--- config.mk ---
export PLATFORM = sky130hd
export DESIGN_NAME = debounce_sync
export DESIGN_NICKNAME = d
export VERILOG_FILES = /design/src/rtl/debounce_sync.sv
export SDC_FILE = /design/constraint.sdc
export NUM_CORES = 1
export LEC_CHECK = 0
export CORE_ASPECT_RATIO = 1.25
export CORE_MARGIN = 2
export CORE_UTILIZATION = 44
export CTS_BUF_LIST = sky130_fd_sc_hd__clkbuf_8 sky130_fd_sc_hd__clkbuf_16
export DETAILED_ROUTE_END_ITERATION = 8
export MAX_ROUTING_LAYER = met4
export SETUP_SLACK_MARGIN = 0.15
export SYNTH_ARGS = -nofsm -noshare
export SYNTH_HDL_FRONTEND = slang
export SYNTH_SLANG_ARGS = --single-unit
--- constraint.sdc ---
create_clock -name clk -period 2.3 [get_ports clk]
set_clock_uncertainty 0.2 [all_clocks]
set_input_delay 0.46 -clock clk [delete_from_list [all_inputs] [get_ports clk]]
set_output_delay 0.46 -clock clk [all_outputs]
set_load 0.02 [all_outputs]
--- src/rtl/debounce_sync.sv ---
// Synchronizer plus debounce FSM: dout follows din only after STABLE_CNT stable cycles at s.
// Optional rise/fall pulse registers are compiled in with DEBOUNCE_SYNC_EDGE_EN.
module debounce_sync #(
  parameter int unsigned SYNC_STAGES = 2,
  parameter int unsigned STABLE_CNT  = 1000,
  parameter int unsigned CNT_W       = 16
) (
  input  logic clk,
  input  logic rst,
  input  logic din,
  output logic dout,
  output logic rise,
  output logic fall,
  output logic busy
);

  if (SYNC_STAGES < 2 || SYNC_STAGES > 4) begin : gen_bad_sync_stages
    $error("debounce_sync: SYNC_STAGES must be 2..4");
  end
  if (STABLE_CNT < 2) begin : gen_bad_stable_cnt
    $error("debounce_sync: STABLE_CNT must be at least 2");
  end
  if (((64'(STABLE_CNT) - 64'd1) >> CNT_W) != 64'd0) begin : gen_bad_cnt_w
    $error("debounce_sync: CNT_W too narrow for STABLE_CNT-1");
  end

  typedef enum logic [1:0] {
    StIdleLow  = 2'b00,
    StWaitHigh = 2'b01,
    StIdleHigh = 2'b10,
    StWaitLow  = 2'b11
  } state_e;

  localparam logic [CNT_W-1:0] CntMax = CNT_W'(STABLE_CNT - 1);

  logic [SYNC_STAGES-1:0] sync_q;
  logic                   s;
  state_e                 state_q, state_d;
  logic [CNT_W-1:0]       cnt_q, cnt_d;
  logic                   dout_q, dout_d;

  // Pure flop chain; no logic between stages.
  always_ff @(posedge clk or negedge rst) begin
    if (!rst) begin
      sync_q <= '0;
    end else begin
      sync_q <= {sync_q[SYNC_STAGES-2:0], din};
    end
  end

  assign s = sync_q[SYNC_STAGES-1];

  always_comb begin
    state_d = state_q;
    cnt_d   = cnt_q;
    dout_d  = dout_q;
    case (state_q)
      StIdleLow: begin
        if (s) begin
          state_d = StWaitHigh;
          cnt_d   = '0;
        end
      end
      StWaitHigh: begin
        if (!s) begin
          state_d = StIdleLow;
          cnt_d   = '0;
        end else if (cnt_q == CntMax) begin
          state_d = StIdleHigh;
          cnt_d   = '0;
          dout_d  = 1'b1;
        end else begin
          cnt_d = cnt_q + CNT_W'(1);
        end
      end
      StIdleHigh: begin
        if (!s) begin
          state_d = StWaitLow;
          cnt_d   = '0;
        end
      end
      StWaitLow: begin
        if (s) begin
          state_d = StIdleHigh;
          cnt_d   = '0;
        end else if (cnt_q == CntMax) begin
          state_d = StIdleLow;
          cnt_d   = '0;
          dout_d  = 1'b0;
        end else begin
          cnt_d = cnt_q + CNT_W'(1);
        end
      end
      default: begin
        state_d = StIdleLow;
        cnt_d   = '0;
        dout_d  = 1'b0;
      end
    endcase
  end

  always_ff @(posedge clk or negedge rst) begin
    if (!rst) begin
      state_q <= StIdleLow;
      cnt_q   <= '0;
      dout_q  <= 1'b0;
    end else begin
      state_q <= state_d;
      cnt_q   <= cnt_d;
      dout_q  <= dout_d;
    end
  end

  assign dout = dout_q;
  assign busy = (state_q == StWaitHigh) || (state_q == StWaitLow);

`ifdef DEBOUNCE_SYNC_EDGE_EN
  logic rise_q, fall_q;

  // dout only changes in one direction per edge, so the pulses are mutually exclusive.
  always_ff @(posedge clk or negedge rst) begin
    if (!rst) begin
      rise_q <= 1'b0;
      fall_q <= 1'b0;
    end else begin
      rise_q <= ~dout_q & dout_d;
      fall_q <= dout_q & ~dout_d;
    end
  end

  assign rise = rise_q;
  assign fall = fall_q;
`else
  assign rise = 1'b0;
  assign fall = 1'b0;
`endif

endmodule

==> flow_metrics.tcl, run 1 <==
set metrics [dict create \
    cp-end-kind "flip-flop" \
    area_growth_pct 22.59 \
    grt_first_pass_wirelength_um 4312 \
    clockRootBuffer "sky130_fd_sc_hd__clkbuf_8" \
    avgViaCountPerCell 5.825 \
    design.final.nets 143 \
    drive_above_1_share_pct 24.64 \
    place_congestion 0.8261 \
    hold_path_class "flip-flop to flip-flop" \
    timing.critical_path.max_delay_family "simple AND/OR/NAND/NOR gates" \
    vdd_drop_max_mv 0.3133 \
    vias 996 \
    core_region_area_um2 2427 \
    cts.sinks 21 \
    worst_path_max_fanout 6 \
    final.period_utilization_pct 93.25 \
    avgRoutedWirePerCell_um 14.77 \
    crit_slowest_cell "sky130_fd_sc_hd__or4_4" \
    achievable-frequency_ghz 0.4663 \
    criticalPathCategory "flip-flop to flip-flop" \
    detailed_place_hpwl_um 1696 \
    ys_warn_count 0 \
    number_of_enable_type_register_cells_in_the_synthesized_netlist 0 \
    avgSynthCellArea_um2 9.186 \
    setup-violations-final 0 \
    die_ar_um2 2992 \
    n_fill_cell 211 \
    die_w_um 49.33 \
    antenna_found_initial 0 \
    max-clock-path-buffers 2 \
    worst_slew_pin_slew_ps 560.1 \
    critical-path-max-stage-delay_ps 510 \
    antenna_cells 0 \
    synth.ff_latch_count 21 \
    grt.met1_usage_pct 23.28 \
    port_buffers 4 \
    critPathLaunchType "flip-flop" \
    slew_headroom_pct 62.31 \
    share_of_async_settable_or_async_resettable_flops_after_synthesis_pct 100.0 \
    cap_violations 0 \
    worstPathCellList "or4_4 -> nor4_4 -> buf_4 -> nor2_4 -> a21o_2 -> a22o_1" \
    yosys.cell_count.top_type "sky130_fd_sc_hd__dfrtp_1" \
    rows 20 \
    chipHeight_um 60.66 \
    met3_track_utilization_from_global_routing_pct 2.463 \
    timing.final.hold_violations 0 \
    timing.setup.tns_ps 0 \
    initial_util_pct 46.55 \
    final_core_utilization_pct 57.06 \
    synthDominantCellAreaShare_pct 46.51 \
    worst_skew_pair.late_latency_ps 260 \
    drt_first_iter_violations 17 \
    timing.final.crit_period_ps 2145 \
    grt.total_usage_pct 20.12 \
    tritoncts "built" \
    grt.busiest_layer "met2" \
    io_pins 7 \
    finalMaxSlewViolations 0 \
    crit_buf_inv 1 \
    via_count_of_the_first_global_routing_pass 969 \
    ys_types 38 \
    fin_cells 171 \
    ctsHoldBuffers 0 \
    unrepaired_setup_endpoints_after_global_routing "yes" \
    synth-main-ff-cell "sky130_fd_sc_hd__dfrtp_1" \
    synth_commonest_cells "sky130_fd_sc_hd__dfrtp_1, sky130_fd_sc_hd__nand2_1, sky130_fd_sc_hd__a21oi_1" \
    drtPass1Iterations 4 \
    post_synth_main_area_contributors "sky130_fd_sc_hd__dfrtp_1, sky130_fd_sc_hd__a21oi_1, sky130_fd_sc_hd__nand2_1, sky130_fd_sc_hd__a31oi_1, sky130_fd_sc_hd__nand4_1" \
    grt_util_met2_pct 34.36 \
    grt_start_max_net_pins 22 \
    crit_arrival_ps 2100 \
    power.density_nw_per_um2 519.0 \
    num_cts_buffers 3 \
    status "complete, no violations" \
    synth_seq_area_share_pct 46.51 \
    postSynthCellCount 123 \
    synthesis.area_um2 1130 \
    p_leak_uw 0.0005680 \
    place.detailed.instances 159 \
    htree_num_levels 1 \
    synth_largest_area_cell "sky130_fd_sc_hd__dfrtp_1" \
    required_ps 2260 \
    globalRouteOverflowTotal 0 \
    post-route-drc-count 0 \
    postRouteWirelength_um 2525 \
    clk_transition_reported_paths_ps 80 \
    ant_nets 0 \
]
## power breakdown
group	internal [µW]	total, µW	switching [µW]
Sequential	380	397	16.8
Clock	121	246	125
Combinational	35.0	75.8	40.8
## state kept, by name (all words and copies together) (netlist names), named ones only
| name | flops |
|---|---|
| sync_q | 2 |
| state_q | 1 |
| dout | 1 |
| cnt_q | 16 |
## layout by cell type, fill, tap and decap left out, types with 2 or more instances in the layout
| cell type | n |
|---|---|
| sky130_fd_sc_hd__a21oi_1 | 6 |
| sky130_fd_sc_hd__dfrtp_1 | 21 |
| sky130_fd_sc_hd__nor2_1 | 7 |
| sky130_fd_sc_hd__nor3_1 | 4 |
| sky130_fd_sc_hd__and2_1 | 3 |
| sky130_fd_sc_hd__or3_1 | 4 |
| sky130_fd_sc_hd__buf_12 | 2 |
| sky130_fd_sc_hd__o21ai_0 | 3 |
| sky130_fd_sc_hd__o21ai_1 | 4 |
| sky130_fd_sc_hd__or4_4 | 2 |
| sky130_fd_sc_hd__a31oi_1 | 6 |
| sky130_fd_sc_hd__inv_1 | 3 |
| sky130_fd_sc_hd__nand2_1 | 13 |
| sky130_fd_sc_hd__a22o_1 | 2 |
| sky130_fd_sc_hd__nand4_1 | 5 |
| sky130_fd_sc_hd__clkbuf_8 | 3 |
| sky130_fd_sc_hd__or3_2 | 2 |
| sky130_fd_sc_hd__clkdlybuf4s50_1 | 4 |
| sky130_fd_sc_hd__a21oi_2 | 5 |
| sky130_fd_sc_hd__conb_1 | 2 |
| sky130_fd_sc_hd__nand3_1 | 6 |
| sky130_fd_sc_hd__buf_4 | 12 |
## kinds of logic after synthesis
family | synth area share [%]
xor+xnor | 0.7753
other cells | 0.3319
fa+ha+maj | 1.107
compound gates | 17.28
simple gates | 26.69
mux | 1.883
flops | 46.51
buf+inv | 5.426
## final cells by class
| cell class | instances | area, µm² | area share, % |
|---|---|---|---|
| Clock buffer | 3 | 41.29 | 2.981 |
| Clock inverter | 1 | 5.005 | 0.3613 |
| Inverter | 3 | 11.26 | 0.8130 |
| Multi-Input combinational cell | 92 | 590.6 | 42.64 |
| Sequential cell | 21 | 525.5 | 37.94 |
| Tap cell | 33 | 41.29 | 2.981 |
| Timing Repair Buffer | 18 | 170.2 | 12.29 |
## final timing paths
kind	slack, ps	end	cells past startpoint	from
worst max-delay path	160	cnt_q[4]	6	cnt_q[13]
worst min-delay path	150	sync_q[1]	0	sync_q[0]
worst max register to register	160	cnt_q[4]	6	cnt_q[13]
worst min register to register	150	sync_q[1]	0	sync_q[0]
max in group asynchronous	1360	cnt_q[14]	2	rst
min in group asynchronous	330	cnt_q[6]	2	rst
## per-stage QoR
stage / area (µm²) / worst slack, ps / hold WS [ps] / total power, µW
after floorplan: 1137 / 146.1 / -35.59 / 442.3
after global placement: 1214 / 90.22 / 138.5 / 464.8
final: 1385 / 155.2 / 154.9 / 718.9
after CTS: 1340 / 170.7 / 158.2 / 716.7
after global routing: 1385 / 101.6 / 172.5 / 751.3
after detailed placement: 1214 / 83.66 / 139.7 / 464.9
## per-layer routing
metal  routed length, µm  share of wire, %
met1                1153                46
met2                1227                49
met5                   0                 0
met4                  59               2.3
met3                  85               3.4
## timing repair
| action | in CTS | in global routing |
|---|---|---|
| buffers inserted | 7 | 1 |
| pin swaps | 1 | 4 |
| setup endpoints to repair | 7 | 13 |
| resized for setup | 1 | 10 |
| hold endpoints to repair | 0 | 0 |
(Power assumes the default switching activity.)
==> run 2, diff against run 1 <==
Settings changed: CORE_UTILIZATION 44 to 25.
Clock period 2.3 ns to 2.6 ns, I/O delays scaled along.
==> run 2 against run 1 <==
  * Combinational power shrank 35%
  * First-iteration DRC count increased to 2.5 times the previous value
  * Critical endpoint unchanged
  * Sequential power shrank 11%
==> flow_metrics.tcl, run 2 (same netlist as run 1, synthesis figures left out) <==
set metrics [dict create \
    status "complete, no violations" \
    worst_slew_pin_slew_ps 720.0 \
    holdWs_ps 149.3 \
    area_growth_pct 11.85 \
    unrepaired_setup_endpoints_after_global_routing "no" \
    cap_violations 0 \
    power_uw 612.7 \
    top_library_cells_by_usage_in_the_layout_fill_and_taps_aside "sky130_fd_sc_hd__dfrtp_1, sky130_fd_sc_hd__nand2_1, sky130_fd_sc_hd__a21oi_1" \
    setup-violations-final 0 \
    required_ps 2560 \
    post-route-drc-count 0 \
    tritoncts "built" \
    initial_util_pct 25.73 \
    hold_path_class "flip-flop to flip-flop" \
    chipHeight_um 79.16 \
    grt_first_pass_wirelength_um 4043 \
    n_fill_cell 485 \
    detailed_place_hpwl_um 1670 \
    hold_start "sync_q[0]" \
    antenna_cells 0 \
    final_core_utilization_pct 28.77 \
    avgViaCountPerCell 5.032 \
    regMostFlops "cnt_q" \
    postRouteWirelength_um 2350 \
    cp-end-kind "flip-flop" \
    worstReg2RegStart "cnt_q[4]" \
    criticalPathCategory "flip-flop to flip-flop" \
    port_buffers 4 \
    slew_headroom_pct 51.82 \
    die_ar_um2 5077 \
    io_pins 7 \
    critPathLaunchType "flip-flop" \
    grt_start_max_net_pins 22 \
    drt_first_iter_violations 43 \
    worst_skew_pair.late_latency_ps 260 \
    core_region_area_um2 4392 \
    place_congestion 0.8576 \
    clockRootBuffer "sky130_fd_sc_hd__clkbuf_8" \
    timing.final.hold_violations 0 \
    design.final.nets 132 \
    clk_transition_reported_paths_ps 70 \
    final.period_utilization_pct 88.31 \
    crit_arrival_ps 2250 \
    globalRouteOverflowTotal 0 \
    cts-resized-gates 0 \
    vias 931 \
    grt.total_usage_pct 10.36 \
    ant_nets 0 \
    crit_path_start "cnt_q[4]" \
    timing.final.crit_period_ps 2296 \
    die_w_um 64.13 \
    num_cts_buffers 3 \
    achievable-frequency_ghz 0.4355 \
    htree_num_levels 1 \
    leading_cell_type_in_the_layout_fill_and_taps_excluded "sky130_fd_sc_hd__dfrtp_1" \
    antenna_found_initial 0 \
    power.density_nw_per_um2 484.8 \
    largest_register_ffs 16 \
    rows 27 \
    drive_above_1_share_pct 10.24 \
    avgRoutedWirePerCell_um 12.70 \
    vdd_drop_max_mv 0.1256 \
    via_count_of_the_first_global_routing_pass 946 \
    largest_registers "cnt_q: 16 flops, sync_q: 2 flops" \
    worst_path_max_fanout 17 \
    drtPass1Iterations 4 \
    p_leak_uw 0.0005002 \
    finalMaxSlewViolations 0 \
    timing.setup.tns_ps 0 \
    cts.sinks 21 \
    max-clock-path-buffers 2 \
]
-- run 2: final cells by class --
type / count / area (µm²) / share of cell area (%)
Multi-Input combinational cell: 92 / 546.8 / 43.27
Sequential cell: 21 / 525.5 / 41.58
Tap cell: 58 / 72.57 / 5.743
Timing Repair Buffer: 7 / 62.56 / 4.951
Clock buffer: 3 / 41.29 / 3.267
Inverter: 3 / 11.26 / 0.8911
Clock inverter: 1 / 3.754 / 0.2970
-- run 2: metal layers --
layer / vias up / global-route usage, % / part of all wire [%]
met1: 461 / 11.01 / 42
met4: 0 / 6.383 / 2.6
met3: 5 / 0.9915 / 1.8
li1: 451 / - / -
met2: 14 / 18.44 / 53
met5: - / - / 0
-- run 2: repair_timing --
action,4_1_cts,5_1_grt
hold buffers,0,0
endpoints found under the setup margin,0,5
setup buffers,0,2
-- run 2: path summary, 6_finish.rpt --
| check | to | slack [ps] | depth (start not counted) |
|---|---|---|---|
| min in group asynchronous | cnt_q[0] | 400 | 2 |
| worst min-delay path | sync_q[1] | 150 | 0 |
| worst min register to register | sync_q[1] | 150 | 0 |
| max in group asynchronous | cnt_q[1] | 1590 | 2 |
| worst max-delay path | cnt_q[4] | 300 | 6 |
| worst max register to register | cnt_q[4] | 300 | 6 |
-- run 2: critical path, cell delays in order, from the launching register on --
cell and delay [ps]:
sky130_fd_sc_hd__dfrtp_1 430, sky130_fd_sc_hd__or4_1 590, sky130_fd_sc_hd__nor4_4 310, sky130_fd_sc_hd__buf_4 190, sky130_fd_sc_hd__nor2_4 90, sky130_fd_sc_hd__a21o_2 210, sky130_fd_sc_hd__a22o_1 170
-- run 2: per-stage QoR --
step / instances / instance area (µm²) / setup slack (ps)
detailed placement: 179 / 1204 / 205.4
global placement: 179 / 1204 / 248.4
finish: 185 / 1264 / 304.0
floorplan: 124 / 1134 / 415.5
CTS: 183 / 1249 / 190.7
global route: 185 / 1264 / 232.2
-- run 2: power by group --
group          switching [µW]  leakage [µW]  internal (µW)
sequential               15.0      0.000285            337
clock                     107     0.0000269            105
combinational            30.4      0.000189           18.7
